==> config.mk <==
export PLATFORM = sky130hd
export DESIGN_NAME = if_fetch
export DESIGN_NICKNAME = d
export VERILOG_FILES = /design/src/rtl/if_fetch.sv
export SDC_FILE = /design/constraint.sdc
export NUM_CORES = 1
export LEC_CHECK = 0
export ABC_CLOCK_PERIOD_IN_PS = 4250
export BUFFER_PORTS_ARGS = -buffer_cell sky130_fd_sc_hd__clkbuf_2
export CAP_MARGIN = 20
export CORE_UTILIZATION = 24
export CTS_CLUSTER_SIZE = 8
export DETAILED_ROUTE_END_ITERATION = 16
export PLACE_DENSITY = 0.51
export SLEW_MARGIN = 20
export SYNTH_ARGS = -nofsm -noshare
export SYNTH_HDL_FRONTEND = slang
export SYNTH_SLANG_ARGS = --single-unit
==> constraint.sdc <==
create_clock -name clk -period 4.25 [get_ports clk]
set_clock_uncertainty 0.2 [all_clocks]
set_input_delay 0.425 -clock clk [delete_from_list [all_inputs] [get_ports clk]]
set_output_delay 0.425 -clock clk [all_outputs]
set_load 0.02 [all_outputs]
==> src/rtl/if_fetch.sv <==
// Instruction-fetch stage: assembles 32-bit instructions from four little-endian
// byte reads and presents {if_pc, if_inst, if_valid} to the IF/ID register.
module if_fetch #(
    parameter int ADDR_W = 32,
    parameter int INST_W = 32,
    parameter logic [ADDR_W-1:0] RESET_PC = '0
) (
    input  logic              clk,
    input  logic              rst,
    input  logic              rdy,
    output logic              mem_req,
    output logic [ADDR_W-1:0] mem_addr,
    input  logic              mem_ack,
    input  logic [7:0]        mem_byte,
    input  logic              branch_en,
    input  logic [ADDR_W-1:0] branch_target,
    input  logic              if_id_stall,
    output logic              if_valid,
    output logic [ADDR_W-1:0] if_pc,
    output logic [INST_W-1:0] if_inst,
    output logic [1:0]        fsm_state
);

    typedef enum logic [1:0] {
        IDLE  = 2'd0,
        FETCH = 2'd1,
        HOLD  = 2'd2
    } state_t;

    state_t              state, state_n;
    logic [ADDR_W-1:0]   pc, pc_n;
    logic [1:0]          cnt, cnt_n;
    logic [23:0]         inst_buf, inst_buf_n;
    logic                mem_req_n, if_valid_n;
    logic [ADDR_W-1:0]   mem_addr_n, if_pc_n;
    logic [INST_W-1:0]   if_inst_n;
    logic [ADDR_W-1:0]   redirect_pc;

    // Handshake: an instruction moves to IF/ID on any rdy edge where if_valid=1
    // and if_id_stall=0; a byte is taken on any rdy edge where mem_req=1 and mem_ack=1.
    assign redirect_pc = branch_target & ~ADDR_W'(3);
    assign fsm_state   = state;

    always_ff @(posedge clk or negedge rst) begin
        if (!rst) begin
            state    <= IDLE;
            pc       <= RESET_PC;
            cnt      <= 2'd0;
            inst_buf <= 24'd0;
            mem_req  <= 1'b0;
            mem_addr <= '0;
            if_valid <= 1'b0;
            if_pc    <= '0;
            if_inst  <= '0;
        end else begin
            state    <= state_n;
            pc       <= pc_n;
            cnt      <= cnt_n;
            inst_buf <= inst_buf_n;
            mem_req  <= mem_req_n;
            mem_addr <= mem_addr_n;
            if_valid <= if_valid_n;
            if_pc    <= if_pc_n;
            if_inst  <= if_inst_n;
        end
    end

    always_comb begin
        state_n    = state;
        pc_n       = pc;
        cnt_n      = cnt;
        inst_buf_n = inst_buf;
        mem_req_n  = mem_req;
        mem_addr_n = mem_addr;
        if_valid_n = if_valid;
        if_pc_n    = if_pc;
        if_inst_n  = if_inst;

        if (rdy) begin
            if (branch_en) begin
                // Redirect wins over byte capture and transfer on the same edge.
                pc_n       = redirect_pc;
                cnt_n      = 2'd0;
                if_valid_n = 1'b0;
                mem_req_n  = 1'b1;
                mem_addr_n = redirect_pc;
                state_n    = FETCH;
            end else begin
                case (state)
                    IDLE: begin
                        mem_req_n  = 1'b1;
                        mem_addr_n = pc;
                        state_n    = FETCH;
                    end
                    FETCH: begin
                        if (mem_ack) begin
                            case (cnt)
                                2'd0: inst_buf_n[7:0]   = mem_byte;
                                2'd1: inst_buf_n[15:8]  = mem_byte;
                                2'd2: inst_buf_n[23:16] = mem_byte;
                                default: ;
                            endcase
                            if (cnt == 2'd3) begin
                                if_inst_n  = {mem_byte, inst_buf};
                                if_pc_n    = pc;
                                if_valid_n = 1'b1;
                                mem_req_n  = 1'b0;
                                cnt_n      = 2'd0;
                                state_n    = HOLD;
                            end else begin
                                cnt_n      = cnt + 2'd1;
                                mem_addr_n = pc + ADDR_W'(cnt) + ADDR_W'(1);
                            end
                        end
                    end
                    HOLD: begin
                        if (if_valid && !if_id_stall) begin
                            pc_n       = pc + ADDR_W'(4);
                            if_valid_n = 1'b0;
                            mem_req_n  = 1'b1;
                            mem_addr_n = pc + ADDR_W'(4);
                            state_n    = FETCH;
                        end
                    end
                    default: state_n = IDLE;
                endcase
            end
        end
    end

endmodule

==> results.ini <==
[final_layout]
drive_gt1_frac=0.318
nFillCells=3454
multiInputGateArea_um2=3820
final_nets=957
fin_util=0.298
area_growth_pct=21.7
diodes=0
final_area_um2=9710
final-seq-area_um2=3850

[critical_path]
crit_slowest_cell=dfrtp_1
path_buf_inv=0
crit_family=compound AO/OA/AOI/OAI gates
crit_required_ns=4.37
cp-start-kind=register
crit_fanout=14
worstSetupEndpointType=register
path_cells=ha_1 > nand2b_1 > nand2_1 > o41ai_1 > o21ai_0 > a221o_1
arrival_ns=3.22
cp_slowest_stage_delay_ns=0.66
worstSetupPathType=register to register

[placement]
gp_congestion=0.817
hpwl_um=17900
dpl_cell_area_um2=9120
io_buffers=141

[global_route]
grt-ovfl-total=0
grt_pass1_wl_um=39800
track_usage=0.156
antenna_found_initial=0
grtUsageMet2=0.238
grtUsageMet3=0.0292
busiest_layer=met2
grt_max_degree=96
grt_pass1_vias=6362
gr-usage-met1=0.222

[flow_run]
cap_viol_max_count=0

[clock_network]
cts_root_buf=clkbuf_16
tritoncts=done
cts.clk_slew.worst_paths_ns=0.07
cts_buffers=17
cts_sinks=154
ctsHtreeMaxLevel=4
clk_latency_ns=0.43
clockBufferDepth=2
ctsResizeCount=0

[floorplanning]
core_area_um2=32600
rows=66
start_util=0.245
ios=146
die_x_um=184
die_height_um=184
die_area_um2=34000

[yosys]
async_flop_share=1.00
synth_area_um2=7980
ys.flop_type=dfrtp_1
synth-seq-cells=154
syn_inst=788
synth_seq_area_share=0.483
synth_edf_count=0
syn-mean-instance-area_um2=10.1
synth_cell_type_count=70
yosys_warnings=0

[hold_path]
min_path_type=primary input to register

[sta]
worst_slew_pin_slew_ns=1.10
min_period_ns=3.10
period_share=0.729
clock.fmax_ghz=0.323
setup_tns_ns=0
slew_viol_final=0
setup_viol_count_final=0
rsz0062_at_grt=no
slew_headroom=0.267
hold_viol_final=0

[route]
drtPass1Iterations=5
totalWireLength_um=25900
initialDrtViolationCount=452
drc_errors=0
antenna_left=0
avgRoutedWirePerCell_um=19.1
routed_via_density=4.96
num_vias=6724

[pwr]
irDropWorstVdd_mv=0.281
powerDensity_nw_per_um2=597
leakage_nw=4.47
finalPower_mw=5.80

[status]
status=completed

==> state kept, by name, indices dropped and copies added, names as in the netlist <==
signal and cells:
inst_buf 24, fsm_state 2, cnt 2, mem_req 1
mem_addr 32, if_valid 1, if_pc 30, pc 30
if_inst 32
==> through the flow <==
stage          hold slack, ns  cells  setup WS, ns
3_3_place_gp            0.264   1323          1.23
3_5_place_dp            0.270   1323          1.26
2_1_floorplan         -0.0706    789          1.63
4_1_cts                0.0360   1356          1.21
5_1_grt                0.0490   1356         0.950
6_report               0.0488   1356          1.15
==> layout by cell type, fill, tap and decap left out, types with 14 or more instances in the layout <==
cell and instances:
dfrtp_1 154, nor2_1 53, o21ai_0 70, a21oi_1 56
mux2_2 85, nor4_1 14, a31oi_1 17, nand2_1 51
clkbuf_2 139, buf_4 20, clkbuf_16 17
==> per-layer routing <==
metal	up-vias	wire, um
met2	201	11900
met5	-	0
met1	3338	12500
li1	3163	-
met3	22	1160
met4	0	345
==> cell families after synthesis <==
| group | Yosys count | synth area share |
|---|---|---|
| buf+inv | 79 | 0.0400 |
| flops | 154 | 0.483 |
| fa+ha+maj | 10 | 0.0157 |
| other cells | 1 | 0.000470 |
| simple gates | 202 | 0.129 |
| compound gates | 245 | 0.197 |
| mux | 97 | 0.135 |
==> cells in the mapped netlist, types with 4 or more instances <==
library cell	n	area (um^2)
dfrtp_1	154	3850
mux2_2	85	957
o21ai_0	70	350
a21oi_1	56	280
clkbuf_1	56	210
nor2_1	53	199
nand2_1	52	195
a31oi_1	17	106
nor4_1	14	87.6
a22oi_1	13	97.6
and3_1	13	81.3
mux2i_1	12	120
ha_1	10	125
inv_1	10	37.5
nand3_1	10	50.1
nor3_1	10	50.1
nand4_1	9	56.3
a21o_1	8	60.1
o31ai_1	8	60.1
or3_1	8	50.1
and4_1	6	52.6
o211ai_1	6	45.0
a221o_1	5	50.1
buf_2	5	25.0
o21a_1	5	37.5
or4_1	5	37.5
a211oi_1	4	30.0
a22o_1	4	35.0
a31o_2	4	35.0
and2_1	4	25.0
buf_1	4	15.0
nand2b_1	4	25.0
nor2b_1	4	25.0
o41ai_1	4	35.0
==> worst paths after layout <==
path | start | end | slack [ns] | cells past startpoint
worst max-delay path | cnt[0]$_DFFE_PN0P_ | mem_addr[22]$_DFFE_PN0P_ | 1.15 | 6
worst max register to register | cnt[0]$_DFFE_PN0P_ | mem_addr[22]$_DFFE_PN0P_ | 1.15 | 6
worst min-delay path | branch_target[31] | mem_addr[31]$_DFFE_PN0P_ | 0.05 | 3
worst min register to register | mem_addr[6]$_DFFE_PN0P_ | mem_addr[6]$_DFFE_PN0P_ | 0.28 | 2
min in group asynchronous | rst | if_inst[25]$_DFFE_PN0P_ | 0.49 | 2
max in group asynchronous | rst | if_inst[23]$_DFFE_PN0P_ | 2.30 | 3
==> worst reg2reg max path, delay by kind of cell (launching register included) <==
kind,cells,cell delay [ns]
AOI/OAI and AO/OA,3,0.84
DFF,1,0.66
and+or+nand+nor,2,0.78
adders and majority gates,1,0.50
==> what timing repair did <==
item | CTS | global route
hold buffers | 1 | 0
hold endpoints to repair | 76 | 0
setup buffers | 0 | 0
==> power by group <==
group | switching [mW] | internal (mW) | leakage (nW) | total, mW
Clock | 0.666 | 0.845 | 0.266 | 1.51
Sequential | 0.355 | 1.85 | 1.98 | 2.20
Combinational | 1.34 | 0.739 | 2.22 | 2.08
==> area by class of cell <==
class | count | area share
repair buffers | 162 | 0.0898
clock buffers | 21 | 0.0474
inverters | 10 | 0.00387
flip-flops and latches | 154 | 0.397
multi-input cells | 556 | 0.393
clock inverters | 11 | 0.0116
well taps | 442 | 0.0570
(Power assumes the default switching activity.)
